==> src/rtl/case_sel_arbiter.sv <==
`default_nettype none
// ============================================================================
// Module   : case_sel_arbiter
// Purpose  : Round-robin arbiter/sequencer driving the 6:1 case-select mux,
//            with grants bounded to HOLD_MAX accepted beats.
//            Optional macro ARB_LOCK_EN adds a per-requester lock input.
// Revision : 1.0 - initial release
// ============================================================================
module case_sel_arbiter #(
  parameter int DW       = 4,
  parameter int HOLD_MAX = 4
) (
  input  logic            clk,
  input  logic            rst_n,
  input  logic [5:0]      req,
  input  logic [6*DW-1:0] data_in,
`ifdef ARB_LOCK_EN
  input  logic [5:0]      lock,
`endif
  input  logic            out_ready,
  output logic            out_valid,
  output logic [DW-1:0]   out_data,
  output logic [2:0]      sel,
  output logic [5:0]      ack,
  output logic            busy
);

  localparam int                 c_cnt_w    = $clog2(HOLD_MAX + 1);
  localparam logic [c_cnt_w:0]   c_hold_max = (c_cnt_w + 1)'(HOLD_MAX);
  localparam logic [c_cnt_w-1:0] c_cnt_sat  = c_cnt_w'(HOLD_MAX);

  typedef enum logic [0:0] {
    S_IDLE = 1'b0,
    S_XFER = 1'b1
  } state_t;

  state_t             r_state;
  logic [2:0]         r_sel;
  logic [2:0]         r_last;
  logic [c_cnt_w-1:0] r_beat_cnt;
  logic               r_out_valid;
  logic [5:0]         r_ack;

  logic [DW-1:0]      w_words [6];
  logic [2:0]         w_idx;
  logic [2:0]         w_winner;
  logic               w_any;
  logic [c_cnt_w:0]   w_cnt_inc;
  logic               w_lock;
  logic               w_stay;

  for (genvar gi = 0; gi < 6; gi++) begin : g_unpack
    assign w_words[gi] = data_in[gi*DW +: DW];
  end

  // Scan from the farthest candidate back to last+1 so the nearest hit wins.
  always_comb begin
    w_winner = r_last;
    w_idx    = '0;
    for (int k = 6; k >= 1; k--) begin
      w_idx = 3'((int'(r_last) + k) % 6);
      if (req[w_idx]) begin
        w_winner = w_idx;
      end
    end
  end

  assign w_any     = |req;
  assign w_cnt_inc = {1'b0, r_beat_cnt} + (c_cnt_w + 1)'(1);

`ifdef ARB_LOCK_EN
  assign w_lock = lock[r_sel];
`else
  assign w_lock = 1'b0;
`endif

  // Grant continues after an accepted beat only while the requester still asks.
  assign w_stay = req[r_sel] && (w_lock || (w_cnt_inc < c_hold_max));

  always_ff @(posedge clk or negedge rst_n) begin
    if (!rst_n) begin
      r_state     <= S_IDLE;
      r_sel       <= 3'd0;
      r_last      <= 3'd5;
      r_beat_cnt  <= '0;
      r_out_valid <= 1'b0;
      r_ack       <= 6'b000000;
    end else begin
      r_ack <= 6'b000000;
      case (r_state)
        S_IDLE: begin
          if (w_any) begin
            r_sel       <= w_winner;
            r_beat_cnt  <= '0;
            r_out_valid <= 1'b1;
            r_state     <= S_XFER;
          end
        end
        S_XFER: begin
          if (r_out_valid && out_ready) begin
            r_ack <= 6'b000001 << r_sel;
            if (w_cnt_inc > c_hold_max) begin
              r_beat_cnt <= c_cnt_sat;
            end else begin
              r_beat_cnt <= w_cnt_inc[c_cnt_w-1:0];
            end
            if (!w_stay) begin
              r_last      <= r_sel;
              r_out_valid <= 1'b0;
              r_state     <= S_IDLE;
            end
          end else if (!req[r_sel]) begin
            r_last      <= r_sel;
            r_out_valid <= 1'b0;
            r_state     <= S_IDLE;
          end
        end
        default: r_state <= S_IDLE;
      endcase
    end
  end

  assign out_valid = r_out_valid;
  assign sel       = r_sel;
  assign ack       = r_ack;
  assign busy      = (r_state == S_XFER);
  assign out_data  = w_words[r_sel];

endmodule
`default_nettype wire

==> config.mk <==
export PLATFORM = sky130hd
export DESIGN_NAME = case_sel_arbiter
export DESIGN_NICKNAME = d
export VERILOG_FILES = /design/src/rtl/case_sel_arbiter.sv
export SDC_FILE = /design/constraint.sdc
export NUM_CORES = 1
export LEC_CHECK = 0
export BUFFER_PORTS_ARGS = -buffer_cell sky130_fd_sc_hd__buf_2
export CAP_MARGIN = 20
export CORE_UTILIZATION = 50
export CTS_CLUSTER_SIZE = 10
export DETAILED_ROUTE_END_ITERATION = 16
export GPL_TIMING_DRIVEN = 0
export PLACE_DENSITY = 0.78
export SYNTH_ARGS = -nofsm -noshare
export SYNTH_HDL_FRONTEND = slang
export SYNTH_SLANG_ARGS = --single-unit
==> constraint.sdc <==
create_clock -name clk -period 2.9 [get_ports clk]
set_input_delay 0.58 -clock clk [delete_from_list [all_inputs] [get_ports clk]]
set_output_delay 0.58 -clock clk [all_outputs]
set_load 0.02 [all_outputs]
Word level (Yosys, flattened, before mapping)
Cells that the tools add are included.
{"block": "classes", "addsub": 7, "div": 6, "n_lt_le_gt_ge": 10, "eq_ne": 6, "n_shift": 1, "muxes": 42, "bitwise": 2, "n_reduce_logical": 7}
{"op": "32-bit by 4-bit remainder unit with 32-bit output (second input constant)", "n": 6}
{"op": "3-bit two-way mux", "n": 12}
{"op": "3-bit by 4-bit < comparator with 1-bit output (second input constant)", "n": 7}
{"op": "1-bit binary-select mux with 3-bit select", "n": 7}
{"op": "1-bit two-way mux", "n": 15}
{"op": "3-bit by 3-bit adder with 4-bit output (second input constant)", "n": 3}
{"op": "4-bit binary-select mux with 3-bit select", "n": 1}
{"op": "6-bit two-way mux", "n": 2}
{"op": "3-bit by 1-bit adder with 4-bit output (second input constant)", "n": 2}
{"op": "3-bit by 2-bit adder with 4-bit output (second input constant)", "n": 2}
{"op": "4-bit two-way mux", "n": 2}
{"op": "3-bit one-hot mux with 2 select lines", "n": 1}
{"op": "3-bit AND reduction", "n": 2}
{"op": "6-bit OR reduction", "n": 1}
{"op": "1-bit by 3-bit left shift with 6-bit output (first input constant)", "n": 1}
{"op": "4-bit greater-or-equal comparator (second input constant)", "n": 1}
{"op": "4-bit by 3-bit greater-than comparator with 1-bit output (second input constant)", "n": 1}
{"op": "4-bit by 3-bit < comparator with 1-bit output (second input constant)", "n": 1}
{"op": "2-bit by 1-bit != test with 1-bit output (second input constant)", "n": 2}
{"op": "2-bit != test (second input constant)", "n": 2}
{"op": "3-bit NOT with 4-bit output", "n": 1}
{"op": "1-bit one-hot mux with 2 select lines", "n": 2}
{"op": "2-bit AND reduction", "n": 2}
{"op": "3-bit by 2-bit != test with 1-bit output (second input constant)", "n": 1}
{"op": "3 further kinds", "n": 4}
{"block": "word_totals", "regBits": 17, "inputBits": 33, "word_cells": 87}

Logic depth before layout (Yosys ltp)
Gate-level depths: netlist of run 1.
{"block": "logic_depth", "ltp_word": 10, "depth_mapped": 14, "depth_no_buf": 12}

Least setup slack after synthesis of run 1
OpenSTA, ideal clock, no wires.
{"block": "synth_timing", "path_type": "register to register", "startpoint": "register r_last[0]", "endpoint": "register r_sel[1], in the netlist sel[1]", "arrival_ps": 2886, "path_slack_ps": -112, "stages_incl_launch_ff": 14, "synth_period_minus_slack_ps": 3012, "cell_sequence": "dfstp_2 -> buf_6 -> buf_6 -> inv_1 -> ha_1 -> xor2_4 -> inv_2 -> ha_1 -> nand2b_1 -> nor2_1 -> a211o_1 -> a221oi_1 -> nor4_1 -> a221o_1"}
{"block": "synth_between", "elab_chain_len": 10, "elab_cells_between_ends": 30}
{"item": "start, declared", "line_no": "39", "text": "logic [2:0] r_last;"}
{"item": "start signal, assigned", "line_no": "108", "text": "r_last <= r_sel;"}
{"item": "start signal, assigned", "line_no": "113", "text": "r_last <= r_sel;"}
{"item": "3-bit by 3-bit adder with 4-bit output", "line_no": "61", "text": "w_idx = 3'((int'(r_last) + k) % 6);"}
{"item": "32-bit by 4-bit remainder unit with 32-bit output", "line_no": "61"}
{"item": "1-bit binary-select mux with 3-bit select", "line_no": "62", "text": "if (req[w_idx]) begin"}
{"item": "1-bit two-way mux (implied by the code)", "line_no": "62"}
{"item": "3-bit two-way mux (5 in a row)", "line_no": "62"}
{"item": "3-bit two-way mux *", "line_no": "62"}
{"item": "end signal, assigned", "line_no": "93", "text": "r_sel <= w_winner;"}
{"item": "end, declared", "line_no": "38", "text": "logic [2:0] r_sel;"}
Mark *: on every way between the ends. The rest lies on a longest branch, timed or not. The select of a mux whose other input is x is not followed.
A chain may end at the register's enable or synchronous reset.

Worst setup path in the final report of run 1
Same ends and word-level chain as after synthesis.

==> results by group, run 1 <==
Outcome
  – Outcome: finished clean

Cells and area
  – # diodes: 0
  – Fin cells: 344
  – Final net count: 342
  – Commonest non-fill, non-tap cell in the layout: buf_2
  – Post-layout util: 69.2%
  – Register Area: 429 um2
  – Share of post-route cells with drive strength above 1: 41.6%
  – Fill cell count: 312
  – Most frequent cells in the layout: 50 x buf_2, 16 x nand2_1, 14 x dfrtp_1, 13 x o21ai_0, 13 x buf_4
  – Area added between synthesis and finish: 27.6%
  – Multi-input combinational cell area: 1590 um2

Setup path
  – Crit. End Element: flip-flop
  – Slowest stage delay, CP: 0.58 ns
  – Critical-path cell list: buf_8 > buf_8 > inv_2 > ha_4 > xor2_4 > inv_4 > ha_4 > nand2b_4 > nor2_2 > a211o_1 > and2_4 > a21oi_2 > a21bo_1 > a221o_1
  – Max FO, Critical Path: 4
  – CP arrival: 2.98 ns
  – Slowest-stage cell, CP: dfstp_2
  – Setup CP Type: flip-flop to flip-flop
  – CP startpoint kind: flip-flop
  – CP top delay family: compound AO/OA/AOI/OAI gates
  – Crit path buf inv count: 4
  – CP required: 3.04 ns

Worst hold path
  – Hold WC Path Type: input pin to async pin

Clock tree
  – Worst-path clk slew: 0.06 ns
  – Num CTS Buffers: 3
  – Clock sink count: 17
  – Worst skew pair latency: 0.25 ns
  – Clk buf depth: 2
  – CTS root buffer: clkbuf_8
  – CTS tree: done
  – CTS HTree Levels: 1

Placed design
  – Dpl hpwl: 4080 um
  – IO buf count: 47
  – Placed Instances: 326
  – GP Congestion: 0.922

Yosys
  – Largest cells by area after synthesis: dfrtp_1 18%, ha_1 7.3%, mux4_2 6.6%
  – Post-synth top flop: dfrtp_1
  – Fraction of registers with async set/reset: 100%
  – Number of synthesized register bits: 17
  – Post-synth top area cell: dfrtp_1
  – Register area share after synthesis: 20.8%
  – Post-synth EDFFs: 0
  – Yosys top cell area share: 18.2%
  – Syn Inst Count: 231
  – Synth Net Count: 276
  – Synth Area per Inst: 8.92 um2
  – Netlist cell types: 64
  – Yosys Warn Count: 0
  – Post-Syn Area: 2060 um2

Floorplanning
  – Initial Util: 54.2%
  – Die height: 66.2 um
  – # rows: 22
  – # IOs: 48
  – Die Area: 4380 um2
  – Die width: 66.2 um
  – Core area: 3800 um2

Timing
  – Tmin final: 2.84 ns
  – Slew Limit Fails: 0
  – Final hold slack: 0.240 ns
  – Fmax: 352 MHz
  – Worst-margin pin slew: 0.575 ns
  – Final hold vios: 0
  – Crit share post-route: 98.0%
  – Clock skew: 0.00188 ns
  – Final setup fails: 0
  – Slew HR: 60.6%
  – RSZ-0062 raised after global routing: true
  – Final setup TNS: 0 ns

Global routing
  – Number of global-route vias before repair: 1866
  – Total global routing overflow: 0
  – First-pass GRT wire length: 8710 um
  – Largest net degree at the start of global routing: 18
  – Initial antenna violation count: 0
  – Total track usage: 26.1%

Power
  – Total leakage power: 1.19 nW
  – Pwr Density: 1320 nW/um2
  – Peak VDD IR: 0.771 mV
  – Power consumption: 3.47 mW

Run
  – Maxcap violations: 0

Drt
  – DR WL/cell: 16.1 um
  – DRC: 0
  – DRT iter0 DRCs: 195
  – Drt total wl: 5550 um
  – Routed vias: 2109
  – Number of iterations in the first detailed-routing pass: 4
  – Routed Antenna Nets: 0
  – Vias per inst: 6.13
Yosys cell counts, types with 2 or more instances:
library cell,n
nor2_1,11
inv_1,12
buf_6,4
inv_2,4
o22ai_1,5
mux2_2,6
o31ai_1,2
a21oi_1,12
a211o_1,2
mux4_2,6
clkbuf_1,5
nand2_1,16
a211oi_1,3
dfstp_2,2
o21ai_0,15
nand3_1,10
nor3_1,3
nor3_2,3
a22oi_1,3
ha_1,12
o211ai_1,3
nor3b_1,3
dfrtp_1,15
o21a_1,2
a221o_1,3
buf_2,3
nor2b_1,3
a31oi_1,2
and3_1,5
a311oi_2,2
mux2i_1,10
o2bb2ai_1,2
nor4_1,3
nand2b_1,5
a32oi_1,2
mux2i_2,2
a21o_2,2
xor2_4,2
sequential cells by signal (all words and copies together), names as in the netlist:
name,cells
out_valid,1
ack,6
r_beat_cnt,3
sel,3
busy,1
r_last,3
worst paths after layout:
kind	startpoint	end	slack [ns]	depth (start not counted)
setup reg to reg	r_last[0]	sel[1]	0.06	14
max in group asynchronous	rst_n	r_last[2]	2.35	1
hold / removal	rst_n	ack[3]	0.24	1
setup / recovery	r_last[0]	sel[1]	0.06	14
hold reg to reg	out_valid	out_valid	0.52	2
min in group clk	out_valid	out_valid	0.52	2
metrics by stage:
| step | area (um2) | worst slack, ns |
|---|---|---|
| after floorplan | 2100 | -0.00379 |
| after global placement | 2400 | -0.229 |
| after detailed placement | 2400 | -0.230 |
| after CTS | 2570 | 0.0257 |
| after global routing | 2630 | -0.0176 |
| final | 2630 | 0.0571 |
what timing repair did:
action / in CTS / in global routing
gates resized for setup: 10 / 9
setup endpoints to repair: 3 / 3
pin swaps: 7 / 6
hold buffers: 0 / 0
setup buffers: 11 / 3
cell families (layout without fill, tap and decap cells):
| kind of cell | Yosys count | count (layout) | share of synthesized area, % |
|---|---|---|---|
| multiplexers | 24 | 24 | 16.0 |
| buffers and inverters | 29 | 94 | 6.92 |
| AO/OA/AOI/OAI | 76 | 76 | 27.5 |
| flip-flops | 17 | 17 | 20.8 |
| adder cells (fa/ha/maj) | 12 | 12 | 7.29 |
| XOR/XNOR | 4 | 4 | 3.52 |
| AND/OR/NAND/NOR | 69 | 69 | 18.0 |
layout make-up:
cell class	count	share of cell area, %
inverter	16	2.38
sequential	17	16.3
tap	48	2.28
buffer	13	3.62
timing repair buffer	61	13.1
multi-input combinational	185	60.6
clock buffer	4	1.71
power breakdown:
group          total [mW]  leakage [nW]  switching, mW  internal [mW]
sequential          0.397         0.216         0.0734          0.324
clock               0.177        0.0228         0.0792         0.0975
combinational        2.89         0.950           1.58           1.31
total                3.47          1.19           1.74           1.73
layer usage:
| layer | global-route usage (%) | routed length [um] |
|---|---|---|
| met1 | 35.6 | 2470 |
| met3 | 5.34 | 405 |
| met2 | 42.5 | 2600 |
| met5 | 0 | 0 |
| met4 | 5.05 | 73 |
No activity file was read; power rests on OpenSTA's default activity.
==> run 2: changes to the inputs <==
==> config.mk (replaced) <==
export PLATFORM = sky130hd
export DESIGN_NAME = case_sel_arbiter
export DESIGN_NICKNAME = d
export VERILOG_FILES = /design/src/rtl/case_sel_arbiter.sv
export SDC_FILE = /design/constraint.sdc
export NUM_CORES = 1
export LEC_CHECK = 0
export CAP_MARGIN = 20
export CORE_ASPECT_RATIO = 0.5
export CORE_UTILIZATION = 40
export CTS_CLUSTER_SIZE = 10
export DETAILED_ROUTE_END_ITERATION = 16
export DONT_BUFFER_PORTS = 1
export GPL_TIMING_DRIVEN = 0
export SYNTH_ARGS = -nofsm -noshare
export SYNTH_HDL_FRONTEND = slang
export SYNTH_SLANG_ARGS = --single-unit
==> results by group, run 2 (synthesis gave the netlist of run 1 again) <==
Timing
  – Worst-margin pin slew: 0.630 ns (+0.0547 ns)
  – Final hold vios: 0 (unchanged)
  – Tmin final: 2.88 ns (+0.0402 ns)
  – Slew HR: 56.8% (-3.8 points)
  – Fmax: 347 MHz (-1.4%)
  – Final worst slack: 0.0168 ns (-0.0402 ns)
  – RSZ-0062 raised after global routing: true
  – Final setup TNS: 0 ns (unchanged)
  – Slew Limit Fails: 0 (unchanged)
  – Clock skew: 0.00159 ns (-0.000289 ns)
  – Crit share post-route: 99.4% (+1.4 points)
  – Final hold slack: 0.0192 ns (-0.221 ns)
  – Final setup fails: 0 (unchanged)

Clock tree
  – Clk buf depth: 2 (unchanged)
  – CTS Hold Bufs: 0 (unchanged)
  – CTS root buffer: clkbuf_8
  – Worst-path clk slew: 0.07 ns (about the same)
  – Worst skew pair latency: 0.25 ns (about the same)
  – Clock sink count: 17 (unchanged)
  – Num CTS Buffers: 3 (unchanged)
  – CTS HTree Levels: 1 (unchanged)
  – CTS tree: done

Cells and area
  – Share of post-route cells with drive strength above 1: 30.8% (-11 points)
  – Largest register FFs: 6 (unchanged)
  – Area added between synthesis and finish: 17.5%
  – Register Area: 429 um2 (unchanged)
  – Multi-input combinational cell area: 1580 um2 (-0.94%)
  – # diodes: 0 (unchanged)
  – Post-layout util: 49.1% (-20 points)
  – Most frequent cells in the layout: 16 x nand2_1, 15 x buf_4, 14 x o21ai_0, 14 x dfrtp_1, 11 x a21oi_1
  – Final net count: 296 (-13%)
  – Fill cell count: 472 (+51%)
  – Commonest non-fill, non-tap cell in the layout: nand2_1

Floorplanning
  – # rows: 18 (-18%)
  – Die width: 104 um (+56%)
  – Core area: 4930 um2 (+30%)
  – # IOs: 48 (unchanged)
  – Die Area: 5460 um2 (+25%)
  – Die height: 52.8 um (-20%)
  – Initial Util: 41.8% (-12 points)

Global routing
  – Largest net degree at the start of global routing: 18 (unchanged)
  – Total global routing overflow: 0 (unchanged)
  – First-pass GRT wire length: 8650 um (-0.71%)
  – Initial antenna violation count: 0 (unchanged)
  – Total track usage: 20.1% (-6.0 points)
  – Number of global-route vias before repair: 1705 (-8.6%)

Power
  – Flop pwr share: 14.1% (+2.6 points)
  – Combinational share of power: 80.7% (-2.8 points)
  – Total leakage power: 1.00 nW (-16%)
  – Power consumption: 3.38 mW (-2.6%)
  – P_sw: 1.71 mW (-1.7%)
  – Sw frac: 50.5% (+0.44 points)
  – Peak VDD IR: 0.469 mV (-39%)
  – Clk pwr share: 5.2% (about the same)
  – Pint: 1.67 mW (-3.4%)
  – Pwr Density: 1390 nW/um2 (+5.8%)

Drt
  – Vias per inst: 5.93 (-3.2%)
  – Number of iterations in the first detailed-routing pass: 4 (unchanged)
  – DRC: 0 (unchanged)
  – Routed Antenna Nets: 0 (unchanged)
  – Routed vias: 1899 (-10%)
  – Drt total wl: 5350 um (-3.7%)
  – DRT iter0 DRCs: 112 (-43%)
  – DR WL/cell: 16.7 um (+3.5%)

Setup path
  – Crit. End Element: flip-flop
  – R2r worst-path depth: 14 (unchanged)
  – CP startpoint kind: flip-flop
  – Max FO, Critical Path: 4 (unchanged)
  – Setup CP Type: flip-flop to flip-flop
  – CP required: 3.04 ns (about the same)
  – CP arrival: 3.02 ns (+0.04 ns)

Placed design
  – GP Congestion: 0.833 (-9.7%)
  – Place WS: -0.279 ns (-0.0491 ns)
  – Dpl hpwl: 3940 um (-3.4%)
  – IO buf count: 0 (-100%)

Run
  – Maxcap violations: 0 (unchanged)

Worst hold path
  – Hold WC Path Type: input pin to async pin

Outcome
  – Outcome: finished clean
[run 2: per-stage QoR]
| stage | cell area [um2] | instances |
|---|---|---|
| floorplan | 2100 | 231 |
| global placement | 2190 | 301 |
| detailed placement | 2190 | 301 |
| CTS | 2350 | 314 |
| global route | 2420 | 320 |
| finish | 2420 | 320 |
[run 2: worst max-delay path, stage by stage (launching register included)]
cell and delay (ns):
dfstp_2 0.60, buf_8 0.12, buf_12 0.10, inv_6 0.03
ha_4 0.16, xor2_4 0.19, inv_4 0.05, ha_4 0.26
nand2b_4 0.13, nor2_4 0.04, a211o_1 0.31, and2_4 0.16
a21oi_2 0.10, a21bo_1 0.21, a221o_1 0.31
[run 2: cell type report]
cell class                 count  share of cell area, %
buffer                        13                   4.13
clock buffer                   3                   1.70
clock inverter                 1                  0.207
inverter                      16                   2.79
multi-input combinational    185                   65.2
sequential                    17                   17.7
tap                           70                   3.62
timing repair buffer          15                   4.65
[run 2: what timing repair did]
| action | CTS | global route |
|---|---|---|
| gates resized for setup | 12 | 8 |
| buffers inserted | 9 | 6 |
| setup endpoints to repair | 3 | 3 |
| pin swaps | 6 | 6 |
[run 2: power groups by stage]
| stage | clock [mW] | sequential, mW | combinational, mW |
|---|---|---|---|
| CTS | 0.182 | 0.475 | 2.58 |
| floorplan | 0 | 0.443 | 1.98 |
| detailed placement | 0 | 0.479 | 2.37 |
| finish | 0.175 | 0.477 | 2.73 |
| global placement | 0 | 0.480 | 2.33 |
| global route | 0.189 | 0.487 | 2.99 |
[run 2: routing by layer]
metal | track usage, % | share of wire (%)
met2 | 34.5 | 48
met5 | 0 | 0
met3 | 3.23 | 4.2
met1 | 26.2 | 47
met4 | 7.00 | 0.97
[run 2: final timing paths]
kind	start	end	slack, ns
min in group clk	req[1]	busy	0.56
setup reg to reg	r_last[0]	sel[1]	0.02
hold / removal	rst_n	sel[0]	0.02
setup / recovery	r_last[0]	sel[1]	0.02
max in group asynchronous	rst_n	r_last[2]	2.71
hold reg to reg	r_beat_cnt[0]	r_beat_cnt[0]	0.57
==> run 3: changes to the inputs <==
==> constraint.sdc (replaced) <==
create_clock -name clk -period 3.6 [get_ports clk]
set_input_delay 0.72 -clock clk [delete_from_list [all_inputs] [get_ports clk]]
set_output_delay 0.72 -clock clk [all_outputs]
set_load 0.02 [all_outputs]
==> results by group, run 3 (synthesis gave the netlist of run 1 again) <==
Global routing
  – Initial antenna violation count: 0 (unchanged)
  – Number of global-route vias before repair: 1669 (-2.1%)
  – Largest net degree at the start of global routing: 18 (unchanged)
  – Total global routing overflow: 0 (unchanged)
  – Total track usage: 20.0% (-0.090 points)
  – First-pass GRT wire length: 8510 um (-1.7%)

Setup path
  – CP arrival: 3.53 ns (+0.51 ns)
  – Crit path from: r_last[0]
  – CP startpoint kind: flip-flop
  – Critical-path cell list: buf_6 > buf_6 > inv_1 > ha_1 > xor2_4 > inv_2 > ha_1 > nand2b_1 > nor2_1 > a211o_1 > a221oi_1 > nor4_1 > a221o_1
  – Slowest-stage cell, CP: dfstp_2
  – CP required: 3.74 ns (+0.70 ns)
  – Slowest stage delay, CP: 0.60 ns (about the same)
  – Reg2reg start: r_last[0]
  – Crit. End Element: flip-flop
  – Max FO, Critical Path: 10 (+6)
  – Setup CP Type: flip-flop to flip-flop

Placed design
  – Dpl hpwl: 3930 um (-0.36%)
  – GP Congestion: 0.866 (+4.0%)
  – Place WS: 0.253 ns (+0.532 ns)
  – IO buf count: 0 (unchanged)

Drt
  – DRT iter0 DRCs: 105 (-6.3%)
  – DRC: 0 (unchanged)
  – Vias per inst: 5.93 (-0.11%)
  – Drt total wl: 5140 um (-3.9%)
  – DR WL/cell: 16.8 um (+0.86%)
  – Number of iterations in the first detailed-routing pass: 4 (unchanged)
  – Routed vias: 1808 (-4.8%)
  – Routed Antenna Nets: 0 (unchanged)

Cells and area
  – Commonest non-fill, non-tap cell in the layout: nand2_1
  – Share of post-route cells with drive strength above 1: 19.6% (-11 points)
  – Area added between synthesis and finish: 6.44%
  – Largest register FFs: 6 (unchanged)
  – Final net count: 281 (-5.1%)
  – Register Area: 428 um2 (-0.29%)
  – Multi-input combinational cell area: 1490 um2 (-5.6%)
  – Most frequent cells in the layout: 16 x nand2_1, 15 x o21ai_0, 15 x dfrtp_1
  – # diodes: 0 (unchanged)
  – Fill cell count: 479 (+1.5%)

Power
  – Power consumption: 2.40 mW (-29%)
  – Pwr Density: 1090 nW/um2 (-22%)
  – P_sw: 1.27 mW (-26%)
  – Pint: 1.13 mW (-32%)
  – Peak VDD IR: 0.294 mV (-37%)
  – Sw frac: 52.8% (+2.3 points)
  – Combinational share of power: 77.9% (-2.8 points)
  – Total leakage power: 0.901 nW (-9.9%)
  – Clk pwr share: 5.9% (+0.7 points)
  – Flop pwr share: 16.1% (+2.0 points)

Timing
  – Crit share post-route: 94.1% (-5.3 points)
  – Slew Limit Fails: 0 (unchanged)
  – Clock skew: 0.00122 ns (-0.000368 ns)
  – Tmin final: 3.39 ns (+0.506 ns)
  – Fmax: 295 MHz (-15%)
  – Slew HR: 56.6% (-0.24 points)
  – RSZ-0062 raised after global routing: false
  – Final setup TNS: 0 ns (unchanged)
  – Final worst slack: 0.211 ns (+0.194 ns)
  – Worst-margin pin slew: 0.633 ns (+0.00344 ns)
  – Final hold vios: 0 (unchanged)
  – Final setup fails: 0 (unchanged)

Floorplanning
  – Die Area: 5460 um2 (unchanged)
  – Initial Util: 41.8% (unchanged)
  – # rows: 18 (unchanged)
  – Core area: 4930 um2 (unchanged)
  – Die width: 104 um (unchanged)
  – Die height: 52.8 um (unchanged)
  – # IOs: 48 (unchanged)

Outcome
  – Outcome: finished clean

Run
  – Maxcap violations: 0 (unchanged)

Clock tree
  – CTS HTree Levels: 1 (unchanged)
  – Worst skew pair latency: 0.25 ns (about the same)
  – Clock sink count: 17 (unchanged)
  – Num CTS Buffers: 3 (unchanged)
  – CTS tree: done
  – Post-CTS resize count: 0 (-12)
  – CTS Hold Bufs: 0 (unchanged)
  – Clk buf depth: 2 (unchanged)
  – Setup bufs post-CTS: 0 (-9)
  – Worst-path clk slew: 0.06 ns (about the same)
  – CTS root buffer: clkbuf_8

Worst hold path
  – Hold WC Path Type: input pin to async pin
run 3: changes by cell type in the layout (fill, tap and decap cells not counted), sizes merged:
| cell | change |
|---|---|
| clkinv | -1 |
| buf | -14 |
run 3: power groups by stage:
stage | combinational, mW | clock, mW | sequential [mW]
after floorplan | 1.53 | 0 | 0.357
after global placement | 1.81 | 0 | 0.386
after detailed placement | 1.84 | 0 | 0.390
after CTS | 1.86 | 0.147 | 0.387
after global routing | 2.06 | 0.155 | 0.399
final | 1.87 | 0.143 | 0.386
run 3: critical path: cells and delay by family (launching register included):
family | cells | cell delay (ns)
adders and majority gates | 2 | 0.55
DFF | 1 | 0.60
and+or+nand+nor | 3 | 0.31
AOI/OAI and AO/OA | 3 | 1.11
buffers and inverters | 4 | 0.52
xor gates and xnor gates | 1 | 0.17
run 3: final timing paths:
| path | end | slack, ns | cells past startpoint |
|---|---|---|---|
| setup / recovery | sel[1] | 0.21 | 13 |
| hold reg to reg | r_beat_cnt[0] | 0.57 | 1 |
| hold / removal | ack[5] | 0.16 | 0 |
| max in group asynchronous | r_last[2] | 3.27 | 0 |
| min in group clk | r_beat_cnt[0] | 0.57 | 1 |
| setup reg to reg | sel[1] | 0.21 | 13 |
run 3: routing by layer:
metal | share of wire, % | GRT usage (%)
met1 | 48 | 26.8
met4 | 1.9 | 9.18
met2 | 46 | 31.7
met5 | 0 | 0
met3 | 4.7 | 3.73
run 3: area by class of cell:
| cell class | instances | share of cell area (%) |
|---|---|---|
| Inverter | 16 | 2.74 |
| Buffer | 13 | 3.76 |
| Clock buffer | 4 | 2.05 |
| Tap cell | 70 | 3.99 |
| Multi-Input combinational cell | 185 | 67.9 |
| Sequential cell | 17 | 19.5 |
run 3: stage by stage:
stage / instance area, um2 / hold WS, ns / cells / util, %
2_1_floorplan: 2060 / 0.424 / 231 / -
3_3_place_gp: 2150 / 0.425 / 301 / 43.6
3_5_place_dp: 2150 / 0.425 / 301 / 43.6
4_1_cts: 2190 / 0.149 / 305 / 44.5
5_1_grt: 2190 / 0.137 / 305 / 44.5
6_report: 2190 / 0.156 / 305 / 44.5
